### config.mk
export PLATFORM = sky130hd
export DESIGN_NAME = multicycle_control_flat
export DESIGN_NICKNAME = d
export VERILOG_FILES = /design/src/rtl/cpu_ctrl_pkg.sv /design/src/rtl/multicycle_control_if.sv /design/src/rtl/opcode_class_decode.sv /design/src/rtl/multicycle_control.sv /design/src/flat_wrapper.sv
export SDC_FILE = /design/constraint.sdc
export NUM_CORES = 1
export LEC_CHECK = 0
export CAP_MARGIN = 20
export CORE_MARGIN = 1.5
export CORE_UTILIZATION = 49
export CTS_CLUSTER_DIAMETER = 60
export DETAILED_ROUTE_END_ITERATION = 6
export HOLD_SLACK_MARGIN = 0.1
export PLACE_DENSITY = 0.83
export SLEW_MARGIN = 20
export SYNTH_ARGS = -nofsm -noshare
export SYNTH_HDL_FRONTEND = slang
export SYNTH_SLANG_ARGS = --single-unit
### constraint.sdc
create_clock -name clk -period 3.1 [get_ports clk]
set_input_delay 0.62 -clock clk [delete_from_list [all_inputs] [get_ports clk]]
set_output_delay 0.62 -clock clk [all_outputs]
set_load 0.005 [all_outputs]
### src/rtl/cpu_ctrl_pkg.sv
`default_nettype none
// ============================================================================
// Module   : cpu_ctrl_pkg
// Brief    : Shared encodings for the multi-cycle CPU control path.
// Revision : 1.0 - initial release
// ============================================================================
package cpu_ctrl_pkg;

  typedef enum logic [3:0] {
    S_FETCH   = 4'd0,
    S_DECODE  = 4'd1,
    S_EXEC_R  = 4'd2,
    S_WB_R    = 4'd3,
    S_EXEC_I  = 4'd4,
    S_WB_I    = 4'd5,
    S_ADDR    = 4'd6,
    S_MEM_RD  = 4'd7,
    S_MEM_WR  = 4'd8,
    S_WB_MEM  = 4'd9,
    S_BRANCH  = 4'd10,
    S_JUMP    = 4'd11,
    S_TRAP    = 4'd12
  } state_e;

  typedef enum logic [2:0] {
    CLS_R    = 3'd0,
    CLS_LW   = 3'd1,
    CLS_SW   = 3'd2,
    CLS_BEQ  = 3'd3,
    CLS_J    = 3'd4,
    CLS_IALU = 3'd5,
    CLS_ILL  = 3'd6
  } iclass_e;

  localparam logic [5:0] C_OP_R    = 6'b000000;
  localparam logic [5:0] C_OP_LW   = 6'b100011;
  localparam logic [5:0] C_OP_SW   = 6'b101011;
  localparam logic [5:0] C_OP_BEQ  = 6'b000100;
  localparam logic [5:0] C_OP_J    = 6'b000010;
  localparam logic [5:0] C_OP_ADDI = 6'b001000;
  localparam logic [5:0] C_OP_ANDI = 6'b001100;
  localparam logic [5:0] C_OP_ORI  = 6'b001101;
  localparam logic [5:0] C_OP_SLTI = 6'b001010;

  localparam logic [2:0] C_ALUOP_ADD = 3'b000;
  localparam logic [2:0] C_ALUOP_BEQ = 3'b001;
  localparam logic [2:0] C_ALUOP_R   = 3'b010;
  localparam logic [2:0] C_ALUOP_AND = 3'b100;
  localparam logic [2:0] C_ALUOP_OR  = 3'b101;
  localparam logic [2:0] C_ALUOP_SLT = 3'b111;

  localparam logic [1:0] C_SRCB_REG    = 2'b00;
  localparam logic [1:0] C_SRCB_FOUR   = 2'b01;
  localparam logic [1:0] C_SRCB_IMM    = 2'b10;
  localparam logic [1:0] C_SRCB_BRANCH = 2'b11;

  localparam logic [1:0] C_PCSRC_ALU    = 2'b00;
  localparam logic [1:0] C_PCSRC_ALUOUT = 2'b01;
  localparam logic [1:0] C_PCSRC_JUMP   = 2'b10;

endpackage
`default_nettype wire

### src/rtl/multicycle_control_if.sv
`default_nettype none
// ============================================================================
// Module   : multicycle_control_if
// Brief    : Control-to-datapath bundle; master = control FSM side.
// Revision : 1.0 - initial release
// ============================================================================
interface multicycle_control_if;
  logic [5:0] Opcode;
  logic       mem_ready;
  logic [2:0] AluOP;
  logic       AluSrcA;
  logic [1:0] AluSrcB;
  logic       ImmZext;
  logic [1:0] PcSource;
  logic       PcWrite;
  logic       PcWriteCond;
  logic       IorD;
  logic       MemRead;
  logic       MemWrite;
  logic       IrWrite;
  logic       RegWrite;
  logic       RegDst;
  logic       MemToReg;
  logic       Retire;
  logic       Illegal;

  modport master (
    input  Opcode, mem_ready,
    output AluOP, AluSrcA, AluSrcB, ImmZext, PcSource, PcWrite, PcWriteCond,
           IorD, MemRead, MemWrite, IrWrite, RegWrite, RegDst, MemToReg,
           Retire, Illegal
  );

  modport slave (
    output Opcode, mem_ready,
    input  AluOP, AluSrcA, AluSrcB, ImmZext, PcSource, PcWrite, PcWriteCond,
           IorD, MemRead, MemWrite, IrWrite, RegWrite, RegDst, MemToReg,
           Retire, Illegal
  );
endinterface
`default_nettype wire

### src/rtl/opcode_class_decode.sv
`default_nettype none
// ============================================================================
// Module   : opcode_class_decode
// Brief    : Maps an opcode to its instruction class, I-ALU AluOP and ImmZext.
// Revision : 1.0 - initial release
// ============================================================================
module opcode_class_decode
  import cpu_ctrl_pkg::*;
(
  input  logic [5:0] opcode_i,
  output iclass_e    class_o,
  output logic [2:0] alu_op_o,
  output logic       imm_zext_o
);

  always_comb begin
    class_o    = CLS_ILL;
    alu_op_o   = C_ALUOP_ADD;
    imm_zext_o = 1'b0;
    case (opcode_i)
      C_OP_R:    class_o = CLS_R;
      C_OP_LW:   class_o = CLS_LW;
      C_OP_SW:   class_o = CLS_SW;
      C_OP_BEQ:  class_o = CLS_BEQ;
      C_OP_J:    class_o = CLS_J;
      C_OP_ADDI: class_o = CLS_IALU;
      C_OP_ANDI: begin
        class_o    = CLS_IALU;
        alu_op_o   = C_ALUOP_AND;
        imm_zext_o = 1'b1;
      end
      C_OP_ORI: begin
        class_o    = CLS_IALU;
        alu_op_o   = C_ALUOP_OR;
        imm_zext_o = 1'b1;
      end
      C_OP_SLTI: begin
        class_o  = CLS_IALU;
        alu_op_o = C_ALUOP_SLT;
      end
      default: class_o = CLS_ILL;
    endcase
  end

endmodule
`default_nettype wire

### src/rtl/multicycle_control.sv
`default_nettype none
// ============================================================================
// Module   : multicycle_control
// Brief    : Main control FSM sequencing fetch/decode/execute/memory/writeback.
// Revision : 1.0 - initial release
// ============================================================================
module multicycle_control
  import cpu_ctrl_pkg::*;
(
  input  logic                        clk,
  input  logic                        reset,
  multicycle_control_if.master        bus
);

  state_e     state_q, state_d;
  state_e     w_state;
  logic       w_ready;

  iclass_e    w_class;
  logic [2:0] w_alu_op;
  logic       w_imm_zext;

  iclass_e    class_q;
  logic [2:0] alu_op_q;
  logic       imm_zext_q;

  opcode_class_decode u_decode (
    .opcode_i   (bus.Opcode),
    .class_o    (w_class),
    .alu_op_o   (w_alu_op),
    .imm_zext_o (w_imm_zext)
  );

  always_ff @(posedge clk) begin
    if (reset) begin
      state_q <= S_FETCH;
    end else begin
      state_q <= state_d;
    end
  end

  // Opcode is only trusted in DECODE; later states use this captured copy.
  always_ff @(posedge clk) begin
    if (reset) begin
      class_q    <= CLS_ILL;
      alu_op_q   <= C_ALUOP_ADD;
      imm_zext_q <= 1'b0;
    end else if (state_q == S_DECODE) begin
      class_q    <= w_class;
      alu_op_q   <= w_alu_op;
      imm_zext_q <= w_imm_zext;
    end
  end

  always_comb begin
    state_d = state_q;
    case (state_q)
      S_FETCH:  if (bus.mem_ready) state_d = S_DECODE;
      S_DECODE: begin
        case (w_class)
          CLS_R:           state_d = S_EXEC_R;
          CLS_LW, CLS_SW:  state_d = S_ADDR;
          CLS_BEQ:         state_d = S_BRANCH;
          CLS_J:           state_d = S_JUMP;
          CLS_IALU:        state_d = S_EXEC_I;
          default:         state_d = S_TRAP;
        endcase
      end
      S_EXEC_R: state_d = S_WB_R;
      S_WB_R:   state_d = S_FETCH;
      S_EXEC_I: state_d = S_WB_I;
      S_WB_I:   state_d = S_FETCH;
      S_ADDR:   state_d = (class_q == CLS_LW) ? S_MEM_RD : S_MEM_WR;
      S_MEM_RD: if (bus.mem_ready) state_d = S_WB_MEM;
      S_MEM_WR: if (bus.mem_ready) state_d = S_FETCH;
      S_WB_MEM: state_d = S_FETCH;
      S_BRANCH: state_d = S_FETCH;
      S_JUMP:   state_d = S_FETCH;
      S_TRAP:   state_d = S_TRAP;
      default:  state_d = S_FETCH;
    endcase
  end

  // During reset the outputs decode as FETCH with no memory completion seen,
  // so only MemRead can be active and any in-flight write is dropped at once.
  assign w_state = reset ? S_FETCH : state_q;
  assign w_ready = bus.mem_ready & ~reset;

  always_comb begin
    bus.AluOP       = C_ALUOP_ADD;
    bus.AluSrcA     = 1'b0;
    bus.AluSrcB     = C_SRCB_REG;
    bus.ImmZext     = 1'b0;
    bus.PcSource    = C_PCSRC_ALU;
    bus.PcWrite     = 1'b0;
    bus.PcWriteCond = 1'b0;
    bus.IorD        = 1'b0;
    bus.MemRead     = 1'b0;
    bus.MemWrite    = 1'b0;
    bus.IrWrite     = 1'b0;
    bus.RegWrite    = 1'b0;
    bus.RegDst      = 1'b0;
    bus.MemToReg    = 1'b0;
    bus.Retire      = 1'b0;
    bus.Illegal     = 1'b0;
    case (w_state)
      S_FETCH: begin
        bus.MemRead = 1'b1;
        bus.AluSrcB = C_SRCB_FOUR;
        bus.IrWrite = w_ready;
        bus.PcWrite = w_ready;
      end
      S_DECODE: bus.AluSrcB = C_SRCB_BRANCH;
      S_EXEC_R: begin
        bus.AluSrcA = 1'b1;
        bus.AluOP   = C_ALUOP_R;
      end
      S_WB_R: begin
        bus.RegWrite = 1'b1;
        bus.RegDst   = 1'b1;
        bus.Retire   = 1'b1;
      end
      S_EXEC_I: begin
        bus.AluSrcA = 1'b1;
        bus.AluSrcB = C_SRCB_IMM;
        bus.ImmZext = imm_zext_q;
        bus.AluOP   = alu_op_q;
      end
      S_WB_I: begin
        bus.RegWrite = 1'b1;
        bus.Retire   = 1'b1;
      end
      S_ADDR: begin
        bus.AluSrcA = 1'b1;
        bus.AluSrcB = C_SRCB_IMM;
      end
      S_MEM_RD: begin
        bus.MemRead = 1'b1;
        bus.IorD    = 1'b1;
      end
      S_MEM_WR: begin
        bus.MemWrite = 1'b1;
        bus.IorD     = 1'b1;
        bus.Retire   = w_ready;
      end
      S_WB_MEM: begin
        bus.RegWrite = 1'b1;
        bus.MemToReg = 1'b1;
        bus.Retire   = 1'b1;
      end
      S_BRANCH: begin
        bus.AluSrcA     = 1'b1;
        bus.AluOP       = C_ALUOP_BEQ;
        bus.PcWriteCond = 1'b1;
        bus.PcSource    = C_PCSRC_ALUOUT;
        bus.Retire      = 1'b1;
      end
      S_JUMP: begin
        bus.PcWrite  = 1'b1;
        bus.PcSource = C_PCSRC_JUMP;
        bus.Retire   = 1'b1;
      end
      S_TRAP:  bus.Illegal = 1'b1;
      default: ;
    endcase
  end

endmodule
`default_nettype wire

### src/flat_wrapper.sv
// flat-port wrapper written by rule: the top's interface ports become plain ports
module multicycle_control_flat import cpu_ctrl_pkg::*;
  (clk, reset, bus_Opcode, bus_mem_ready, bus_AluOP, bus_AluSrcA, bus_AluSrcB, bus_ImmZext, bus_PcSource, bus_PcWrite, bus_PcWriteCond, bus_IorD, bus_MemRead, bus_MemWrite, bus_IrWrite, bus_RegWrite, bus_RegDst, bus_MemToReg, bus_Retire, bus_Illegal);
  multicycle_control_if bus_i ();
  input  logic clk;
  input  logic reset;
  input wire logic [$bits(bus_i.Opcode)-1:0] bus_Opcode;
  input wire logic [$bits(bus_i.mem_ready)-1:0] bus_mem_ready;
  output wire logic [$bits(bus_i.AluOP)-1:0] bus_AluOP;
  output wire logic [$bits(bus_i.AluSrcA)-1:0] bus_AluSrcA;
  output wire logic [$bits(bus_i.AluSrcB)-1:0] bus_AluSrcB;
  output wire logic [$bits(bus_i.ImmZext)-1:0] bus_ImmZext;
  output wire logic [$bits(bus_i.PcSource)-1:0] bus_PcSource;
  output wire logic [$bits(bus_i.PcWrite)-1:0] bus_PcWrite;
  output wire logic [$bits(bus_i.PcWriteCond)-1:0] bus_PcWriteCond;
  output wire logic [$bits(bus_i.IorD)-1:0] bus_IorD;
  output wire logic [$bits(bus_i.MemRead)-1:0] bus_MemRead;
  output wire logic [$bits(bus_i.MemWrite)-1:0] bus_MemWrite;
  output wire logic [$bits(bus_i.IrWrite)-1:0] bus_IrWrite;
  output wire logic [$bits(bus_i.RegWrite)-1:0] bus_RegWrite;
  output wire logic [$bits(bus_i.RegDst)-1:0] bus_RegDst;
  output wire logic [$bits(bus_i.MemToReg)-1:0] bus_MemToReg;
  output wire logic [$bits(bus_i.Retire)-1:0] bus_Retire;
  output wire logic [$bits(bus_i.Illegal)-1:0] bus_Illegal;
  assign bus_i.Opcode = bus_Opcode;
  assign bus_i.mem_ready = bus_mem_ready;
  assign bus_AluOP = bus_i.AluOP;
  assign bus_AluSrcA = bus_i.AluSrcA;
  assign bus_AluSrcB = bus_i.AluSrcB;
  assign bus_ImmZext = bus_i.ImmZext;
  assign bus_PcSource = bus_i.PcSource;
  assign bus_PcWrite = bus_i.PcWrite;
  assign bus_PcWriteCond = bus_i.PcWriteCond;
  assign bus_IorD = bus_i.IorD;
  assign bus_MemRead = bus_i.MemRead;
  assign bus_MemWrite = bus_i.MemWrite;
  assign bus_IrWrite = bus_i.IrWrite;
  assign bus_RegWrite = bus_i.RegWrite;
  assign bus_RegDst = bus_i.RegDst;
  assign bus_MemToReg = bus_i.MemToReg;
  assign bus_Retire = bus_i.Retire;
  assign bus_Illegal = bus_i.Illegal;
  multicycle_control u_core (.clk(clk), .reset(reset), .bus(bus_i));
endmodule
==> results of run 1 <==
## path summary, 6_finish.rpt
check | depth (start not counted) | to | from
hold reg to reg | 2 | u_core.imm_zext_q | u_core.imm_zext_q
setup / recovery | 4 | bus_RegWrite | u_core.state_q[2]
setup reg to reg | 5 | u_core.state_q[2] | u_core.state_q[0]
hold / removal | 2 | u_core.imm_zext_q | u_core.imm_zext_q
## registers in the layout (all words and copies together) (netlist names)
name and flops:
u_core.alu_op_q 3, u_core.class_q 3, u_core.imm_zext_q 1, u_core.state_q 4
## area by class of cell
type	count	area [µm²]
clock buffers	4	26.3
fillers	166	497
multi-input cells	113	668
flip-flops and latches	11	220
well taps	25	31.3
repair buffers	32	310
inverters	3	11.3
## routing by layer
layer	up-vias	global-route usage (%)
li1	556	-
met1	521	35.7
met2	48	43.3
met3	2	7.31
met4	0	6.67
met5	-	0
## cell families after synthesis
group	count (synthesis)	synth area share, %
and+or+nand+nor	74	41.0
AOI/OAI and AO/OA	39	29.4
buffers and inverters	14	6.33
DFF	11	23.2
## through the flow
stage	total power [mW]	hold slack, ns	area (µm²)	util (%)
after floorplan	0.405	0.432	948	-
after global placement	0.495	0.446	1240	70.4
after detailed placement	0.503	0.450	1240	70.4
after CTS	0.600	0.460	1270	71.8
after global routing	0.648	0.483	1270	71.8
final	0.604	0.456	1270	71.8
## worst register-to-register path, stage by stage, from the launching register on
cell      delay [ns]
dfxtp_1         0.59
inv_1           0.26
or2_4           0.32
a311oi_4        0.34
a41o_1          0.23
a31o_1          0.09
## cell usage after synthesis (2+ instances only)
master / number
a211o_1: 2
or2_1: 5
a21oi_1: 11
nor2_1: 13
and3_1: 2
o31ai_1: 2
a2111oi_0: 3
nand2_1: 16
o21ai_0: 5
a211oi_1: 4
nor3_1: 15
a31oi_1: 3
clkbuf_1: 6
nor2b_1: 2
inv_1: 3
or3_1: 3
nand2b_1: 8
nand3_1: 2
buf_2: 3
dfxtp_1: 11
## where the power goes
group / switching [mW] / internal (mW) / total (mW)
Clock: 0.0470 / 0.0497 / 0.0968
Combinational: 0.159 / 0.136 / 0.296
Sequential: 0.0423 / 0.169 / 0.212
Total: 0.249 / 0.355 / 0.604
==> impl_metrics.tcl, run 1 <==
set metrics [dict create \
    cp.arrival_ns 2.24 \
    drv_cap 0 \
    n_antenna_cell 0 \
    antenna_found_initial 0 \
    timing.final.max_slew_violations 0 \
    die_x_um 47.0 \
    initial_core_utilization_pct 53.8 \
    cts_buffer_depth 2 \
    clk_pin_slew_worst_paths_ns 0.07 \
    timing_worst_setup_path_type "flop to output pin" \
    synthesis.nets 147 \
    peakVddDrop_uv 357 \
    route.vias.total 1127 \
    pwr_density_cell_mw_per_mm2 477 \
    die_height_um 47.0 \
    num_io_pins 29 \
    timing.hold.worst.class "flop to flop" \
    grt_pass1_wl_um 4220 \
    cts_tree "done" \
    hold_viol_final 0 \
    worstSkewPairLatency_ns 0.27 \
    layout_setup_ws_ns 0.240 \
    max_slew_margin_pct 65.3 \
    leading_cell_type_in_the_layout_fill_and_taps_excluded "clkdlybuf4s50_1" \
    top_layer_used "met4" \
    fin_nets 173 \
    wl_met3_um 175 \
    crit_path_max_incr_delay_ns 0.57 \
    grt.total_usage_pct 26.9 \
    pin_count_of_the_biggest_net_entering_global_routing 23 \
    post_drt_wl_per_cell_um 14.2 \
    setup_viol_count_final 0 \
    skew_ns 0.0117 \
    hpwl_reported_at_the_end_of_detailed_placement_um 1910 \
    synth_sequential_area_ratio_pct 23.2 \
    rsz0062_at_grt "no" \
    netlist_top_cells_area "dfxtp_1, nor3_1, nand2_1, a21oi_1, nand2b_1" \
    outcome "complete, no violations" \
    instance_count_of_the_mapped_netlist 138 \
    cts.htree.levels 1 \
    post_drt_via_cell_ratio 5.99 \
    ff_latch_count_synth 11 \
    total_leakage_power_nw 0.417 \
    cts_resized 0 \
    max_freq_mhz 350 \
    drc_errors 0 \
    dominantRegCellSynth "dfxtp_1" \
    postCtsSetupBuffers 0 \
    syn2layout_area_growth_pct 33.6 \
    first_pass_iters 4 \
    syn_area_um2 948 \
    detailedPlace.worstSlack_ns 0.313 \
    most_used_cells_in_the_layout_excluding_fill_and_tap_cells "clkdlybuf4s50_1, nand2_1, nor3_1, nor2_1" \
    placement_rows 15 \
    cts.hold.buffers_added 0 \
    cp_cell_sequence "or2_1 -> a21oi_1 -> a2111oi_0 -> clkdlybuf4s50_1" \
    detail-route-antenna-nets 0 \
    final_cells 188 \
    total_die_area_mm2 0.00221 \
    grt_pass1_vias 906 \
    worst-path-max-fanout 12 \
    critPathRequiredTime_ns 2.48 \
    finalWorstPathRequiredPeriod_ns 2.86 \
    period_share_pct 92.3 \
    worst_slew_pin_slew_ns 0.513 \
    length_of_routed_wiring_on_met1_um 1180 \
    sum_of_overflow_across_all_layers_after_global_routing 0 \
    drive_above_1_share_pct 6.13 \
    place_inst 184 \
    final_gp_congestion 0.893 \
    met2WireLength_um 1300 \
    clock_sinks 11 \
    synthesis.area_per_instance_um2 6.87 \
    worstPathBufferInverterCount 1 \
    timing.setup.tns_ns 0 \
    drt_iter0_drc 46 \
    end_kind "output pin" \
    yosysWarningCount 0 \
    io_buffer_count 28 \
    clockRootBuffer "clkbuf_4" \
    edff_count_synth 0 \
    startpoint_type "flop" \
    synth.lib_cells_used.distinct 39 \
    core_area_mm2 0.00176 \
    cts-buffers-inserted 3 \
    async_reset_ff_share_pct 0 \
    critical_path.top_delay_family "buffers and inverters" \
    totalWireLength_um 2670 \
    rrSetupSlack_ns 1.23 \
    cell_taking_the_most_area_after_synthesis "dfxtp_1" \
    yosys.area.top_type_share_pct 23.2 \
    critical_path.slowest_cell "clkdlybuf4s50_1" \
]
Note: power is estimated with default switching activity, not from simulation.
==> run 2: changes to the inputs <==
--- a/config.mk
+++ b/config.mk
@@ -11,7 +11,7 @@
 export CTS_CLUSTER_DIAMETER = 60
 export DETAILED_ROUTE_END_ITERATION = 6
 export HOLD_SLACK_MARGIN = 0.1
-export PLACE_DENSITY = 0.83
+export PLACE_DENSITY = 0.89
 export SLEW_MARGIN = 20
 export SYNTH_ARGS = -nofsm -noshare
 export SYNTH_HDL_FRONTEND = slang
==> run 2 against run 1 <==
Sequential cell count stayed put. Total power is 0.20% lower. Count of clock-buffer cells in the layout stayed put.
==> impl_metrics.tcl, run 2 (synthesis results as in run 1) <==
set metrics [dict create \
    timing.setup.tns_ns 0 \
    crit-reg2reg-launch "u_core.state_q[0]" \
    finalWorstPathRequiredPeriod_ns 2.82 \
    io_buffer_count 28 \
    totalWireLength_um 2480 \
    post_drt_via_cell_ratio 6.05 \
    cts_buffer_depth 2 \
    sum_of_overflow_across_all_layers_after_global_routing 0 \
    route.vias.total 1132 \
    setup_viol_count_final 0 \
    reg2reg_depth 5 \
    worst_slew_pin_slew_ns 0.526 \
    cts-buffers-inserted 3 \
    core_area_mm2 0.00176 \
    detail-route-antenna-nets 0 \
    outcome "complete, no violations" \
    n_antenna_cell 0 \
    crit_path_start "reset" \
    syn2layout_area_growth_pct 34.2 \
    pin_count_of_the_biggest_net_entering_global_routing 28 \
    die_height_um 47.0 \
    peakVddDrop_uv 421 \
    drv_cap 0 \
    timing.final.max_slew_violations 0 \
    grt.total_usage_pct 24.8 \
    rrSetupSlack_ns 1.26 \
    cts.htree.levels 1 \
    max_freq_mhz 355 \
    drc_errors 0 \
    rsz0062_at_grt "no" \
    die_x_um 47.0 \
    cp_cell_sequence "clkdlybuf4s50_1 -> buf_12 -> a2111oi_0 -> clkdlybuf4s50_1" \
    place_inst 183 \
    regMostFlops "u_core.state_q" \
    total_leakage_power_nw 0.416 \
    drive_above_1_share_pct 5.56 \
    total_die_area_mm2 0.00221 \
    dpl_cell_area_mm2 0.00125 \
    grt_pass1_vias 937 \
    pwr_density_cell_mw_per_mm2 474 \
    period_share_pct 90.9 \
    grt_pass1_wl_um 3970 \
    timing.hold.worst.class "flop to flop" \
    max_slew_margin_pct 64.4 \
    worstSetupPathDepth 4 \
    cts_tree "done" \
    hold_viol_final 0 \
    max_reg_flops 4 \
    postCtsSetupBuffers 0 \
    cts.hold.buffers_added 0 \
    worstSkewPairLatency_ns 0.27 \
    clk_pin_slew_worst_paths_ns 0.07 \
    worstPathBufferInverterCount 3 \
    most_used_cells_in_the_layout_excluding_fill_and_tap_cells "clkdlybuf4s50_1, nand2_1, nor3_1, nor2_1" \
    critPathRequiredTime_ns 2.48 \
    critical_path.top_delay_family "buffers and inverters" \
    num_io_pins 29 \
    crit_path_frequent_cell "clkdlybuf4s50_1" \
    placement_rows 15 \
    fin_area_mm2 0.00127 \
    startpoint_type "input pin" \
    skew_ns 0.00149 \
    antenna_found_initial 0 \
    critical_path.slowest_cell "clkdlybuf4s50_1" \
    fin_nets 172 \
    crit-reg2reg-capture "u_core.state_q[2]" \
    first_pass_iters 4 \
    largest_registers "u_core.state_q (4), u_core.alu_op_q (3), u_core.class_q (3)" \
    hpwl_reported_at_the_end_of_detailed_placement_um 1880 \
    drt_iter0_drc 39 \
    timing_worst_setup_path_type "input pin to output pin" \
    detailedPlace.worstSlack_ns 0.300 \
    clockRootBuffer "clkbuf_4" \
    final_gp_congestion 0.833 \
    clock_sinks 11 \
    worst-path-max-fanout 27 \
    cp.arrival_ns 2.20 \
    final_core_utilization_pct 72.1 \
    crit_path_max_incr_delay_ns 0.59 \
    post_drt_wl_per_cell_um 13.3 \
    final_cells 187 \
    cts_resized 0 \
    layout_setup_ws_ns 0.282 \
    end_kind "output pin" \
    timing.critical_path.to "bus_RegWrite" \
    leading_cell_type_in_the_layout_fill_and_taps_excluded "clkdlybuf4s50_1" \
    initial_core_utilization_pct 53.8 \
]
[run 2: per-stage QoR]
stage | power (mW) | hold slack, ns
global placement | 0.495 | 0.441
finish | 0.603 | 0.453
global route | 0.643 | 0.484
detailed placement | 0.505 | 0.443
CTS | 0.602 | 0.453
floorplan | 0.405 | 0.432
[run 2: metal layers]
layer / vias to the layer above / global-route usage [%] / wire length (µm)
li1: 560 / - / -
met1: 527 / 30.3 / 1100
met2: 40 / 43.0 / 1240
met3: 5 / 2.69 / 105
met4: 0 / 12.2 / 33
met5: - / 0 / 0
[run 2: area by class of cell]
class / instances / area (µm²)
tap: 25 / 31.3
fill: 167 / 492
sequential: 11 / 220
timing repair buffer: 31 / 315
inverter: 3 / 11.3
multi-input combinational: 113 / 668
clock buffer: 4 / 26.3
[run 2: where the power goes]
part	internal [mW]	total (mW)	switching [mW]
Sequential	0.169	0.208	0.0382
Clock	0.0499	0.0981	0.0482
Combinational	0.137	0.297	0.160
[run 2: how the worst min path moves through the flow]
stage	cells after the start	to	slack, ns	start
floorplan	2	u_core.imm_zext_q	0.43	u_core.imm_zext_q
global placement	2	u_core.imm_zext_q	0.44	u_core.imm_zext_q
detailed placement	2	u_core.imm_zext_q	0.44	u_core.imm_zext_q
CTS	2	u_core.imm_zext_q	0.45	u_core.imm_zext_q
global route	1	u_core.class_q[1]	0.48	u_core.class_q[1]
finish	2	u_core.imm_zext_q	0.45	u_core.imm_zext_q
[run 2: worst min-delay path: cells and delay by family, from the launching register on]
| kind | cells | cell delay [ns] |
|---|---|---|
| DFF | 1 | 0.31 |
| and+or+nand+nor | 1 | 0.05 |
| AOI/OAI and AO/OA | 1 | 0.05 |
==> run 3: changes to the inputs <==
--- a/config.mk
+++ b/config.mk
@@ -10,6 +10,8 @@
 export CORE_UTILIZATION = 49
 export CTS_CLUSTER_DIAMETER = 60
 export DETAILED_ROUTE_END_ITERATION = 6
+export GPL_ROUTABILITY_DRIVEN = 0
+export GPL_TIMING_DRIVEN = 0
 export HOLD_SLACK_MARGIN = 0.1
 export PLACE_DENSITY = 0.89
 export SLEW_MARGIN = 20
==> run 3 against run 2 <==
Non-clock buffer count grew 7. Sequential power shrank 9.6%. Largest power group unchanged. Register-to-register slack gained 0.17 ns. Cell count grew 3.7%.
==> impl_metrics.tcl, run 3 (synthesis results as in run 1) <==
set metrics [dict create \
    timing_worst_setup_path_type "flop to output pin" \
    max_reg_flops 4 \
    crit-reg2reg-capture "u_core.state_q[2]" \
    postCtsSetupBuffers 0 \
    timing.hold.worst_path_depth 1 \
    cp.arrival_ns 2.24 \
    worstHoldStart "u_core.class_q[1]" \
    first_pass_iters 4 \
    cts-buffers-inserted 3 \
    timing.final.max_slew_violations 0 \
    core_area_mm2 0.00176 \
    period_share_pct 92.2 \
    crit_path_max_incr_delay_ns 0.57 \
    crit-reg2reg-launch "u_core.state_q[2]" \
    crit_path_frequent_cell "clkbuf_1" \
    clockRootBuffer "clkbuf_4" \
    reg2reg_depth 5 \
    leading_cell_type_in_the_layout_fill_and_taps_excluded "clkdlybuf4s50_1" \
    end_kind "output pin" \
    antenna_found_initial 0 \
    multi_input_comb_area_um2 668 \
    total_leakage_power_nw 0.420 \
    fin_nets 179 \
    worstSkewPairLatency_ns 0.27 \
    n_antenna_cell 0 \
    sequential_cell_area_um2 220 \
    sum_of_overflow_across_all_layers_after_global_routing 0 \
    max_freq_mhz 350 \
    die_height_um 47.0 \
    drive_above_1_share_pct 5.92 \
    most_used_cells_in_the_layout_excluding_fill_and_tap_cells "clkdlybuf4s50_1, nand2_1, nor3_1, nor2_1" \
    cts.htree.levels 1 \
    clk_pin_slew_worst_paths_ns 0.07 \
    critPathRequiredTime_ns 2.48 \
    worst-path-max-fanout 10 \
    route.vias.total 1152 \
    hpwl_reported_at_the_end_of_detailed_placement_um 1900 \
    skew_ns 0.00257 \
    drc_errors 0 \
    num_io_pins 29 \
    totalWireLength_um 2450 \
    startpoint_type "flop" \
    initial_core_utilization_pct 53.8 \
    cts_buffer_depth 2 \
    setup_viol_count_final 0 \
    pin_count_of_the_biggest_net_entering_global_routing 11 \
    outcome "complete, no violations" \
    drt_iter0_drc 31 \
    hold_viol_final 0 \
    timing.hold.worst.class "flop to flop" \
    regMostFlops "u_core.state_q" \
    worst_slew_pin_slew_ns 0.515 \
    peakVddDrop_uv 324 \
    drv_cap 0 \
    pwr_density_cell_mw_per_mm2 476 \
    cts_tree "done" \
    cp_cell_sequence "clkbuf_1 -> clkbuf_1 -> a21oi_1 -> a2111oi_0 -> clkdlybuf4s50_1" \
    grt_pass1_vias 963 \
    finalWorstPathRequiredPeriod_ns 2.86 \
    layout.filler_cells 150 \
    max_slew_margin_pct 65.2 \
    timing.setup.tns_ns 0 \
    cts.hold.buffers_added 0 \
    cts_resized 0 \
    post_drt_via_cell_ratio 5.94 \
    critical_path.slowest_cell "clkdlybuf4s50_1" \
    grt_pass1_wl_um 3930 \
    layout_setup_ws_ns 0.243 \
    clock_sinks 11 \
    largest_registers "u_core.state_q (4), u_core.alu_op_q (3), u_core.class_q (3)" \
    total_die_area_mm2 0.00221 \
    rsz0062_at_grt "no" \
    syn2layout_area_growth_pct 34.6 \
    die_x_um 47.0 \
    detail-route-antenna-nets 0 \
    io_buffer_count 27 \
    holdPathEnd "u_core.class_q[1]" \
    post_drt_wl_per_cell_um 12.6 \
    rrSetupSlack_ns 1.43 \
    grt.total_usage_pct 24.7 \
    placement_rows 15 \
    detailedPlace.worstSlack_ns 0.348 \
]
==> run 3: cell type report <==
cell class                      count  share of cell area [%]
Tap cell                           25                    2.45
Clock buffer                        4                    2.06
Inverter                            3                   0.882
Buffer                             11                    3.82
Sequential cell                    11                    17.3
Timing Repair Buffer               27                    21.2
Multi-Input combinational cell    113                    52.4
==> run 3: per-stage QoR <==
step	total power, mW	hold slack [ns]	util, %	instance area (µm²)	std cells
floorplan	0.405	0.432	-	948	138
global placement	0.502	0.446	70.9	1250	190
detailed placement	0.509	0.451	70.9	1250	190
CTS	0.607	0.462	72.3	1280	194
global route	0.658	0.478	72.3	1280	194
finish	0.607	0.463	72.3	1280	194
==> run 3: worst max-delay path: cells and delay by family, from the launching register on <==
family,cells,cell delay [ns]
flops,1,0.31
buf+inv,3,1.18
compound gates,2,0.47
==> run 3: layer usage <==
metal	track usage (%)	part of all wire [%]
met1	31.3	45
met2	40.5	48
met3	3.46	4.8
met4	12.8	2.5
met5	0	0
==> run 3: power by group <==
part	total [mW]	switching, mW	internal (mW)
registers	0.188	0.0183	0.169
clock network	0.0972	0.0473	0.0499
logic	0.322	0.181	0.141
==> run 3: worst max-delay path by stage <==
| stage | startpoint | to | slack, ns | cells past startpoint |
|---|---|---|---|---|
| 3_3_place_gp | reset | bus_PcSource[0] | 0.35 | 5 |
| 5_1_grt | u_core.state_q[3] | bus_RegWrite | 0.07 | 5 |
| 2_1_floorplan | reset | bus_PcSource[0] | 1.0 | 4 |
| 6_report | u_core.state_q[3] | bus_RegWrite | 0.24 | 5 |
| 3_5_place_dp | reset | bus_PcSource[0] | 0.35 | 5 |
| 4_1_cts | u_core.state_q[3] | bus_RegWrite | 0.25 | 5 |
